**src/rtl/pcim_cmd_gen.sv**
```systemverilog
// pcim_cmd_gen: upstream command generator for the PCIM DMA controller.
// One bulk descriptor (direction, channel, FPGA base page, first PCIe-address
// slot, page count) is written over SoftRegs and split into 64-bit PCIM_CMD
// words of at most MAX_CMD_PAGES 4 KiB pages, one address slot per word.
// Issue is throttled by an outstanding-page budget and an outstanding-command
// budget, so the non-backpressured command FIFO downstream cannot overflow.
//
// Ports:
//   clk, rst          clock, synchronous active-high reset
//   cfg_*             SoftReg write/read request, read response one cycle later
//   cmd_valid/ready   PCIM_CMD handshake, cmd_data registered and held
//   page_done         one pulse per completed 4 KiB write burst
//   busy              transfer in progress (state != IDLE)
module pcim_cmd_gen #(
  parameter int MAX_CMD_PAGES = 16,
  parameter int MAX_OUT_PAGES = 64,
  parameter int MAX_OUT_CMDS  = 32
) (
  input  logic        clk,
  input  logic        rst,
  input  logic        cfg_valid,
  input  logic        cfg_write,
  input  logic [31:0] cfg_addr,
  input  logic [63:0] cfg_data,
  output logic        cfg_resp_valid,
  output logic [63:0] cfg_resp_data,
  output logic        cmd_valid,
  input  logic        cmd_ready,
  output logic [63:0] cmd_data,
  input  logic        page_done,
  output logic        busy
);

  localparam int CW  = $clog2(MAX_CMD_PAGES) + 1;
  // Size FIFO pointers wrap naturally; MAX_OUT_CMDS is a power of two.
  localparam int FPW = (MAX_OUT_CMDS > 1) ? $clog2(MAX_OUT_CMDS) : 1;
  localparam int OCW = $clog2(MAX_OUT_CMDS + 1);
  localparam int OPW = $clog2(MAX_OUT_PAGES + MAX_CMD_PAGES + 1);
  localparam logic [19:0] MAX_CHUNK_L = 20'(MAX_CMD_PAGES);
  localparam logic [31:0] MAX_OUT_PAGES_L = 32'(MAX_OUT_PAGES);
  localparam logic [31:0] MAX_OUT_CMDS_L  = 32'(MAX_OUT_CMDS);

  typedef enum logic [1:0] {S_IDLE = 2'd0, S_ISSUE = 2'd1, S_DRAIN = 2'd2} state_e;

  state_e          state_q, state_d;
  logic [23:0]     base_page_q, base_page_d;
  logic [5:0]      sel_cfg_q, sel_cfg_d;
  logic [1:0]      chan_cfg_q, chan_cfg_d;
  logic            rd_cfg_q, rd_cfg_d;
  logic [23:0]     page_q, page_d;
  logic [5:0]      sel_q, sel_d;
  logic [1:0]      chan_q, chan_d;
  logic            rd_q, rd_d;
  logic [19:0]     remaining_q, remaining_d;
  logic [OPW-1:0]  out_pages_q, out_pages_d;
  logic [OCW-1:0]  out_cmds_q, out_cmds_d;
  logic [31:0]     completed_q, completed_d;
  logic [CW-1:0]   head_cnt_q, head_cnt_d;
  logic [FPW-1:0]  wr_ptr_q, wr_ptr_d, rd_ptr_q, rd_ptr_d;
  logic            done_q, done_d, error_q, error_d;
  logic            cmd_valid_q, cmd_valid_d;
  logic [63:0]     cmd_data_q, cmd_data_d;
  logic            resp_valid_q, resp_valid_d;
  logic [63:0]     resp_data_q, resp_data_d;
  logic [CW-1:0]   size_fifo_q [MAX_OUT_CMDS];

  logic            cfg_wr_s, launch_s, hs_s, pd_ok_s, retire_s, busy_s;
  logic [19:0]     launch_cnt_s;
  logic [CW-1:0]   chunk_s, chunk_n_s, head_size_s;
  logic [31:0]     need_s;
  logic            unused_s;

  assign cfg_wr_s     = cfg_valid && cfg_write;
  assign launch_s     = cfg_wr_s && (cfg_addr == 32'h0000_0010);
  assign launch_cnt_s = cfg_data[19:0];
  assign hs_s         = cmd_valid_q && cmd_ready;
  assign busy_s       = (state_q != S_IDLE);
  // Size of the command currently on the port (remaining does not move while it waits).
  assign chunk_s      = (remaining_q < MAX_CHUNK_L) ? remaining_q[CW-1:0] : CW'(MAX_CMD_PAGES);
  assign pd_ok_s      = page_done && (out_pages_q != {OPW{1'b0}});
  assign head_size_s  = size_fifo_q[rd_ptr_q];
  assign retire_s     = pd_ok_s && ((head_cnt_q + CW'(1)) == head_size_s);
  assign unused_s     = ^cfg_data[63:24];

  // Next-state, accounting, command word and read response.
  always_comb begin
    state_d      = state_q;
    base_page_d  = base_page_q;
    sel_cfg_d    = sel_cfg_q;
    chan_cfg_d   = chan_cfg_q;
    rd_cfg_d     = rd_cfg_q;
    page_d       = page_q;
    sel_d        = sel_q;
    chan_d       = chan_q;
    rd_d         = rd_q;
    remaining_d  = remaining_q;
    completed_d  = completed_q;
    head_cnt_d   = head_cnt_q;
    wr_ptr_d     = wr_ptr_q;
    rd_ptr_d     = rd_ptr_q;
    done_d       = done_q;
    error_d      = error_q;
    cmd_valid_d  = cmd_valid_q;
    cmd_data_d   = cmd_data_q;
    chunk_n_s    = {CW{1'b0}};
    need_s       = 32'd0;

    if (cfg_wr_s && (cfg_addr == 32'h0000_0000)) begin
      base_page_d = cfg_data[23:0];
    end else if (cfg_wr_s && (cfg_addr == 32'h0000_0008)) begin
      sel_cfg_d  = cfg_data[5:0];
      chan_cfg_d = cfg_data[7:6];
      rd_cfg_d   = cfg_data[8];
    end else begin
      base_page_d = base_page_q;
    end

    case (state_q)
      S_IDLE: begin
        if (launch_s) begin
          error_d     = 1'b0;
          completed_d = 32'd0;
          if (launch_cnt_s == 20'd0) begin
            done_d = 1'b1;
          end else begin
            done_d      = 1'b0;
            remaining_d = launch_cnt_s;
            page_d      = base_page_q;
            sel_d       = sel_cfg_q;
            chan_d      = chan_cfg_q;
            rd_d        = rd_cfg_q;
            state_d     = S_ISSUE;
          end
        end else begin
          state_d = S_IDLE;
        end
      end
      S_ISSUE: begin
        error_d = error_q | launch_s;
        if (hs_s) begin
          remaining_d = remaining_q - 20'(chunk_s);
          page_d      = page_q + 24'(chunk_s);
          sel_d       = sel_q + 6'd1;
          state_d     = (remaining_q == 20'(chunk_s)) ? S_DRAIN : S_ISSUE;
        end else begin
          state_d = S_ISSUE;
        end
      end
      S_DRAIN: begin
        error_d = error_q | launch_s;
        if (out_pages_q == {OPW{1'b0}}) begin
          done_d  = 1'b1;
          state_d = S_IDLE;
        end else begin
          state_d = S_DRAIN;
        end
      end
      default: state_d = S_IDLE;
    endcase

    // Handshake and completion on the same cycle both apply.
    out_pages_d = out_pages_q + (hs_s ? OPW'(chunk_s) : {OPW{1'b0}})
                              - (pd_ok_s ? OPW'(1) : {OPW{1'b0}});
    case ({hs_s, retire_s})
      2'b10:   out_cmds_d = out_cmds_q + OCW'(1);
      2'b01:   out_cmds_d = out_cmds_q - OCW'(1);
      default: out_cmds_d = out_cmds_q;
    endcase
    wr_ptr_d = hs_s ? (wr_ptr_q + FPW'(1)) : wr_ptr_q;

    if (pd_ok_s) begin
      completed_d = completed_q + 32'd1;
      if (retire_s) begin
        head_cnt_d = {CW{1'b0}};
        rd_ptr_d   = rd_ptr_q + FPW'(1);
      end else begin
        head_cnt_d = head_cnt_q + CW'(1);
      end
    end else if (page_done) begin
      error_d = 1'b1;
    end else begin
      head_cnt_d = head_cnt_q;
    end

    // The next word is built from post-edge values, so cmd_valid never waits on cmd_ready.
    if (cmd_valid_q && !cmd_ready) begin
      cmd_valid_d = 1'b1;
      cmd_data_d  = cmd_data_q;
    end else begin
      chunk_n_s   = (remaining_d < MAX_CHUNK_L) ? remaining_d[CW-1:0] : CW'(MAX_CMD_PAGES);
      need_s      = 32'(out_pages_d) + 32'(chunk_n_s);
      cmd_valid_d = (state_d == S_ISSUE) && (remaining_d != 20'd0) &&
                    (need_s <= MAX_OUT_PAGES_L) && (32'(out_cmds_d) < MAX_OUT_CMDS_L);
      cmd_data_d  = cmd_valid_d ? {rd_d, chan_d, 16'({chunk_n_s, 6'b0}) - 16'd1,
                                   sel_d, page_d, 15'd0} : 64'd0;
    end

    resp_valid_d = cfg_valid && !cfg_write;
    if (resp_valid_d) begin
      resp_data_d = {completed_q, remaining_q, 9'd0, error_q, done_q, busy_s};
    end else begin
      resp_data_d = resp_data_q;
    end
  end

  // State and counter registers.
  always_ff @(posedge clk) begin
    if (rst) begin
      state_q      <= S_IDLE;
      base_page_q  <= 24'd0;
      sel_cfg_q    <= 6'd0;
      chan_cfg_q   <= 2'd0;
      rd_cfg_q     <= 1'b0;
      page_q       <= 24'd0;
      sel_q        <= 6'd0;
      chan_q       <= 2'd0;
      rd_q         <= 1'b0;
      remaining_q  <= 20'd0;
      out_pages_q  <= {OPW{1'b0}};
      out_cmds_q   <= {OCW{1'b0}};
      completed_q  <= 32'd0;
      head_cnt_q   <= {CW{1'b0}};
      wr_ptr_q     <= {FPW{1'b0}};
      rd_ptr_q     <= {FPW{1'b0}};
      done_q       <= 1'b0;
      error_q      <= 1'b0;
      cmd_valid_q  <= 1'b0;
      cmd_data_q   <= 64'd0;
      resp_valid_q <= 1'b0;
      resp_data_q  <= 64'd0;
    end else begin
      state_q      <= state_d;
      base_page_q  <= base_page_d;
      sel_cfg_q    <= sel_cfg_d;
      chan_cfg_q   <= chan_cfg_d;
      rd_cfg_q     <= rd_cfg_d;
      page_q       <= page_d;
      sel_q        <= sel_d;
      chan_q       <= chan_d;
      rd_q         <= rd_d;
      remaining_q  <= remaining_d;
      out_pages_q  <= out_pages_d;
      out_cmds_q   <= out_cmds_d;
      completed_q  <= completed_d;
      head_cnt_q   <= head_cnt_d;
      wr_ptr_q     <= wr_ptr_d;
      rd_ptr_q     <= rd_ptr_d;
      done_q       <= done_d;
      error_q      <= error_d;
      cmd_valid_q  <= cmd_valid_d;
      cmd_data_q   <= cmd_data_d;
      resp_valid_q <= resp_valid_d;
      resp_data_q  <= resp_data_d;
    end
  end

  // Page counts of issued commands, oldest at rd_ptr.
  always_ff @(posedge clk) begin
    if (rst) begin
      for (int i = 0; i < MAX_OUT_CMDS; i++) begin
        size_fifo_q[i] <= {CW{1'b0}};
      end
    end else if (hs_s) begin
      size_fifo_q[wr_ptr_q] <= chunk_s;
    end
  end

  assign cmd_valid      = cmd_valid_q;
  assign cmd_data       = cmd_data_q;
  assign cfg_resp_valid = resp_valid_q;
  assign cfg_resp_data  = resp_data_q;
  assign busy           = busy_s;

endmodule

```
**config.mk**
```make
export PLATFORM = sky130hd
export DESIGN_NAME = pcim_cmd_gen
export DESIGN_NICKNAME = d
export VERILOG_FILES = /design/src/rtl/pcim_cmd_gen.sv
export SDC_FILE = /design/constraint.sdc
export NUM_CORES = 1
export LEC_CHECK = 0
export ABC_CLOCK_PERIOD_IN_PS = 16190
export CORE_MARGIN = 2
export CORE_UTILIZATION = 45
export CTS_CLUSTER_SIZE = 16
export DETAILED_ROUTE_END_ITERATION = 8
export GPL_ROUTABILITY_DRIVEN = 0
export HOLD_SLACK_MARGIN = 0.05
export PLACE_DENSITY = 0.68
export SYNTH_ARGS = -nofsm -noshare
export SYNTH_HDL_FRONTEND = slang
export SYNTH_SLANG_ARGS = --single-unit
```
**constraint.sdc**
```tcl
create_clock -name clk -period 16.19 [get_ports clk]
set_input_delay 1.619 -clock clk [delete_from_list [all_inputs] [get_ports clk]]
set_output_delay 1.619 -clock clk [all_outputs]
set_load 0.05 [all_outputs]
```
Word-level counts from Yosys, hierarchy flattened
Memories as Yosys holds them, arrays and structs flattened. A register that Yosys moved wholly into a read port is not among the register bits.
Index checks and enable logic that the tools add are counted.
{"block": "classes", "n_addsub": 13, "magnitude_cmp": 4, "eq_ne": 11, "n_mux": 53, "n_bitwise": 2, "reduce_logical": 30}
{"op": "32-bit 2-to-1 mux", "count": 3}
{"op": "24-bit 2-to-1 mux", "count": 3}
{"op": "64-bit 2-to-1 mux", "count": 1}
{"op": "20-bit 2-to-1 mux", "count": 3}
{"op": "24-bit case mux with 2 select lines", "count": 1}
{"op": "20-bit by 5-bit < comparator with 1-bit output, second input constant", "count": 2}
{"op": "5-bit 2-to-1 mux", "count": 8}
{"op": "20-bit case mux with 2 select lines", "count": 1}
{"op": "32-bit by 1-bit adder with 32-bit output, second input constant", "count": 1}
{"op": "32-bit by 4-bit == test with 1-bit output, second input constant", "count": 1}
{"op": "32-bit by 5-bit == test with 1-bit output, second input constant", "count": 1}
{"op": "32-bit logical NOT", "count": 1}
{"op": "24-bit by 5-bit adder with 24-bit output", "count": 1}
{"op": "6-bit case mux with 2 select lines", "count": 2}
{"op": "20-bit by 5-bit == test with 1-bit output", "count": 1}
{"op": "20-bit logical NOT", "count": 1}
{"op": "20-bit nonzero test", "count": 1}
{"op": "20-bit by 5-bit subtractor with 20-bit output", "count": 1}
{"op": "6-bit 2-to-1 mux", "count": 3}
{"op": "1-bit 2-to-1 mux", "count": 17}
{"op": "2-bit 2-to-1 mux", "count": 8}
{"op": "5-bit by 1-bit adder with 5-bit output, second input constant", "count": 3}
{"op": "6-bit by 1-bit adder with 6-bit output, second input constant", "count": 2}
{"op": "1-bit logical AND", "count": 12}
{"op": "other kinds (24)", "count": 35}
{"block": "word_totals", "reg_bits": 271, "mem_bits_rw": 160, "in_bits": 102, "output_inout_bits": 131, "wordCells": 136, "memories": 1}
{"memory": "size_fifo_q", "depth": 32, "width": 5, "rd": 1, "rd_ports_with_merged_regs": 1, "wr": 32, "line": "65", "source": "logic [CW-1:0] size_fifo_q [MAX_OUT_CMDS];"}

Depth between registers and ports, before layout
{"block": "depth", "ltp_word": 12, "mapped_depth": 29, "depth_no_buf": 26}

Worst setup path before layout
Ideal clock, no wire load.
{"block": "synth_timing", "path_type": "input to register", "startpoint": "in cfg_addr[13]", "endpoint": "reg cmd_data_q[18] (netlist: cmd_data[18])", "setup_time_ns": 0.087, "t_arrival_ns": 6.217, "required_time_ns": 16.103, "slack_ns": 9.886, "stages": 19, "n_path_buf": 2, "cell_sequence": "nor4_1 > nand4b_1 > or4_1 > clkbuf_1 > o211ai_1 > o21ai_0 > nor3_1 > and4_1 > nand4_1 > nor3_1 > ha_1 > fa_1 > or3_1 > nor4_1 > o21bai_1 > a31oi_1 > o211ai_1 > buf_2 > o31ai_1"}
{"block": "synth_between", "elab_chain_len": 11, "elab_cells_between_ends": 18, "cone_classes": "add/sub (1); order compare (2); eq/ne (2); mux (8); reduce/logical (5)"}
{"element": "from (decl)", "line": "23", "source": "input logic [31:0] cfg_addr,"}
{"element": "32-bit by 5-bit == test with 1-bit output *", "line": "74", "source": "assign launch_s = cfg_wr_s && (cfg_addr == 32'h0000_0010);"}
{"element": "1-bit logical AND *", "line": "74"}
{"element": "20-bit 2-to-1 mux", "line": "120", "source": "if (launch_s) begin"}
{"element": "20-bit case mux with 2 select lines", "line": "118", "source": "case (state_q)"}
{"element": "20-bit by 5-bit < comparator with 1-bit output", "line": "190", "source": "chunk_n_s = (remaining_d < MAX_CHUNK_L) ? remaining_d[CW-1:0] : CW'(MAX_CMD_PAGES);"}
{"element": "5-bit 2-to-1 mux", "line": "190"}
{"element": "7-bit by 5-bit adder with 8-bit output", "line": "191", "source": "need_s = 32'(out_pages_d) + 32'(chunk_n_s);"}
{"element": "8-bit by 7-bit <= comparator with 1-bit output", "line": "193", "source": "(need_s <= MAX_OUT_PAGES_L) && (32'(out_cmds_d) < MAX_OUT_CMDS_L);"}
{"element": "1-bit logical AND", "line": "192", "source": "cmd_valid_d = (state_d == S_ISSUE) && (remaining_d != 20'd0) &&"}
{"element": "1-bit logical AND", "line": "193"}
{"element": "64-bit 2-to-1 mux *", "line": "194", "source": "cmd_data_d = cmd_valid_d ? {rd_d, chan_d, 16'({chunk_n_s, 6'b0}) - 16'd1,"}
{"element": "to (signal assigned)", "line": "251", "source": "cmd_data_q <= cmd_data_d;"}
{"element": "to (decl)", "line": "62", "source": "logic [63:0] cmd_data_q, cmd_data_d;"}
Mark *: on every way between the ends. The rest lies on a longest branch, timed or not.
A chain may end at the register's enable or synchronous reset.

Worst setup path in the final report
{"block": "layout_timing", "startpoint": "in cfg_addr[5]", "endpoint": "reg cmd_data_q[26] (netlist: cmd_data[26])"}
Same word-level chain as after synthesis.

==> impl_metrics.ini <==
[synth]
syn_inst = 2119
synth_top_area_share_pct = 25.7
synth_flop_cell = dfxtp_1
synthDistinctLibCells = 79
synth-edff-count = 160
yosysWarnings = 0
syn_area_per_cell_sq_um = 9.27
ys_top_cells_by_area = dfxtp_1 (26%), edfxtp_1 (24%), nand2_1 (7.9%)
ys_ff_latch = 412
ys_async_sr_fraction_pct = 0
synth_top_cell_by_area = dfxtp_1
seq_area_frac_synth_pct = 50.1
synthesis.area_sq_um = 19600

[job]
max_cap_viol_count = 0

[route]
drt-pass1-iter-count = 6
drtIter0Drc = 1454
drc = 0
postRouteAntennaNets = 0
vias = 15900
vias_per_cell = 5.60
wl_per_cell_um = 18.5
drt_wl_total_um = 52400

[die]
floorplan.initialDensity_pct = 45.6
boundaryPins = 233
core_region_area_sq_um = 43100
die_h_um = 213
die_w_um = 213
dieArea_sq_um = 45300
fp-row-count = 76

[clock_network]
cts-buffers-inserted = 44
cts_tree = built
clkLatencyLatePin_ns = 0.59
clk_pin_slew_ns = 0.06
ctsHoldBuffers = 0
htreeDepth = 2
cts_resized = 0
clockBufferDepth = 3
cts.sinks = 412
cts_root_buf = clkbuf_16
post_cts_buffers = 0

[worst_hold_path]
whs_path_depth = 2
whs_endpoint = cfg_resp_data[44]
hp-class = flip-flop to flip-flop
hold_path_startpoint = cfg_resp_data[44]

[critical_path]
r2r_setup_slack_ns = 8.43
worst-r2r-cell-count = 22
cp_cell_sequence = clkdlybuf4s50_1, nor4_1, nand4b_1, nor4_2, a21oi_2, a221oi_1, and2_1, and4_1, nand4_1, nor3_1, ha_1, fa_1, or3_1, nor4_1, o21bai_1, a31oi_1, o2111ai_4, o21ai_0
slowest_delay_ns = 1.04
critical_path.max_fanout = 19
reg2reg_to = cmd_data[26]
path_buf_inv = 1
cpMostUsedCell = nor4_1
r2r-start = remaining_q[8]
cp.required_ns = 16.68
startpoint_type = input pin
cp-end-kind = flip-flop
crit_start = cfg_addr[5]
crit_arrival_ns = 8.92
critical_path_class = input pin to flip-flop
crit_family = simple AND/OR/NAND/NOR gates
slowest_stage = nor4_2

[global_routing]
grt_remaining_overflow = 0
grtUsageTotal_pct = 22.9
grt_pass1_vias = 15100
grt_max_degree = 90
grt_pass1_wl_um = 81900
antenna_found_initial = 0

[timing]
max_freq_mhz = 119
worstMarginPinSlew_ns = 1.22
relSlewSlack_pct = 18.6
tns_ns = 0
skew_ns = 0.0378
timing.final.crit_period_ns = 8.43
drv_slew = 0
rsz0062_at_grt = false
finalSetupViolCount = 0
post-route-period-util_pct = 52.1
hold_violations = 0

[final_layout]
layout-drive-gt1-share_pct = 8.44
syn_to_final_growth_pct = 18.0
layout.nets = 2361
antenna_cells = 0

[power_and_ir_drop]
power_density_nw_per_um2 = 109
irDropWorstVdd_mv = 0.0715
p_leak_nw = 8.08
power_mw = 2.52

[place]
port_buffers = 168
hpwl_um = 35600

[status]
status = finished, final reports clean
power by group:
group / total (mW) / leakage [nW] / internal [mW] / switching, mW
Combinational: 0.280 / 3.73 / 0.113 / 0.168
Sequential: 1.12 / 3.55 / 1.11 / 0.0151
Clock: 1.12 / 0.799 / 0.684 / 0.433
Total: 2.52 / 8.08 / 1.90 / 0.616
routing by layer:
| layer | global-route usage [%] | share of wire [%] | wire length, um |
|---|---|---|---|
| met1 | 30.5 | 42 | 22200 |
| met3 | 4.56 | 7.3 | 3840 |
| met2 | 37.3 | 47 | 24800 |
| met4 | 7.96 | 3.1 | 1620 |
| met5 | 0 | 0 | 0 |
flip-flops by register name, indices dropped and copies added, names as in the netlist, 5 cells and up, named ones only:
register,flops
wr_ptr_q,5
sel_q,6
out_pages_q,7
sel_cfg_q,6
head_cnt_q,5
out_cmds_q,6
rd_ptr_q,5
completed_q,32
cmd_data,40
remaining_q,20
page_q,24
cfg_resp_data,55
size_fifo_q,160
base_page_q,24
cells in the final DEF, fill, tap and decap left out, drive strengths merged, types with 9 or more instances in the layout:
cell and count:
edfxtp 160, nand4 19, and2 17, inv 76, a21o 11, nor2 296, clkinv 15, or3 16
a31oi 17, ha 40, nor3 30, clkdlybuf4s50 167, a221oi 12, o211ai 14, mux2i 14, o21ai 64
and3 24, nand2 414, nor4 25, clkbuf 56, xnor2 26, conb 25, buf 21, or2 11
xor2 27, a21oi 168, a211oi 11, nand3 50, dfxtp 252, mux4 50, o31ai 9
per-stage QoR:
stage	hold WS (ns)	cells	utilization [%]	instance area, sq um	setup WS [ns]
floorplan	0.432	2142	-	19700	9.89
finish	0.451	2836	53.8	23200	7.76
global route	0.466	2836	53.8	23200	7.38
CTS	0.452	2836	53.8	23200	8.03
detailed placement	0.443	2754	50.1	21600	7.46
global placement	0.438	2754	50.1	21600	7.78
final cells by class:
cell class                 instances  area, sq um
clock buffer                      56         1270
multi-input combinational       1494         8870
tap                              585          732
clock inverter                    26          357
fill                            3853        19900
inverter                          75          284
sequential                       412         9850
timing repair buffer             188         1830
cell usage after synthesis (8+ instances only):
cell type / instances
edfxtp_1: 160
nand4_1: 19
a21o_1: 11
mux4_2: 50
o21a_1: 8
nor2_1: 295
o21ai_1: 10
buf_1: 8
buf_4: 37
o31ai_1: 9
inv_1: 73
or3_1: 16
nor4_1: 18
nand2_1: 414
nand3_1: 47
o211ai_1: 14
a221oi_1: 11
and3_1: 24
clkbuf_1: 109
dfxtp_1: 252
a31oi_1: 17
or2_2: 10
ha_1: 40
a211oi_1: 10
xor2_1: 27
o21ai_0: 54
xnor2_1: 26
and2_1: 17
a21oi_1: 167
nor3_1: 29
mux2i_1: 14
worst min-delay path, stage by stage (launching register included):
cell and delay (ns):
dfxtp_1 0.30, nand2_1 0.05, a21oi_1 0.05
how the worst max path moves through the flow:
stage               cells past startpoint            to
CTS                                    18  cmd_data[26]
floorplan                              19  cmd_data[18]
finish                                 18  cmd_data[26]
global placement                       18  cmd_data[25]
global route                           18  cmd_data[25]
detailed placement                     18  cmd_data[26]
logic make-up (layout without fill, tap and decap cells):
family,after synthesis,count (layout),synth area share (%)
AND/OR/NAND/NOR,943,943,21.3
buffers and inverters,236,345,5.30
multiplexers,66,66,6.56
flip-flops,412,412,50.1
adder cells (fa/ha/maj),44,44,2.95
other,2,25,0.0382
XOR/XNOR,53,53,2.36
AO/OA/AOI/OAI,363,363,11.4
No activity file was read; power rests on OpenSTA's default activity.
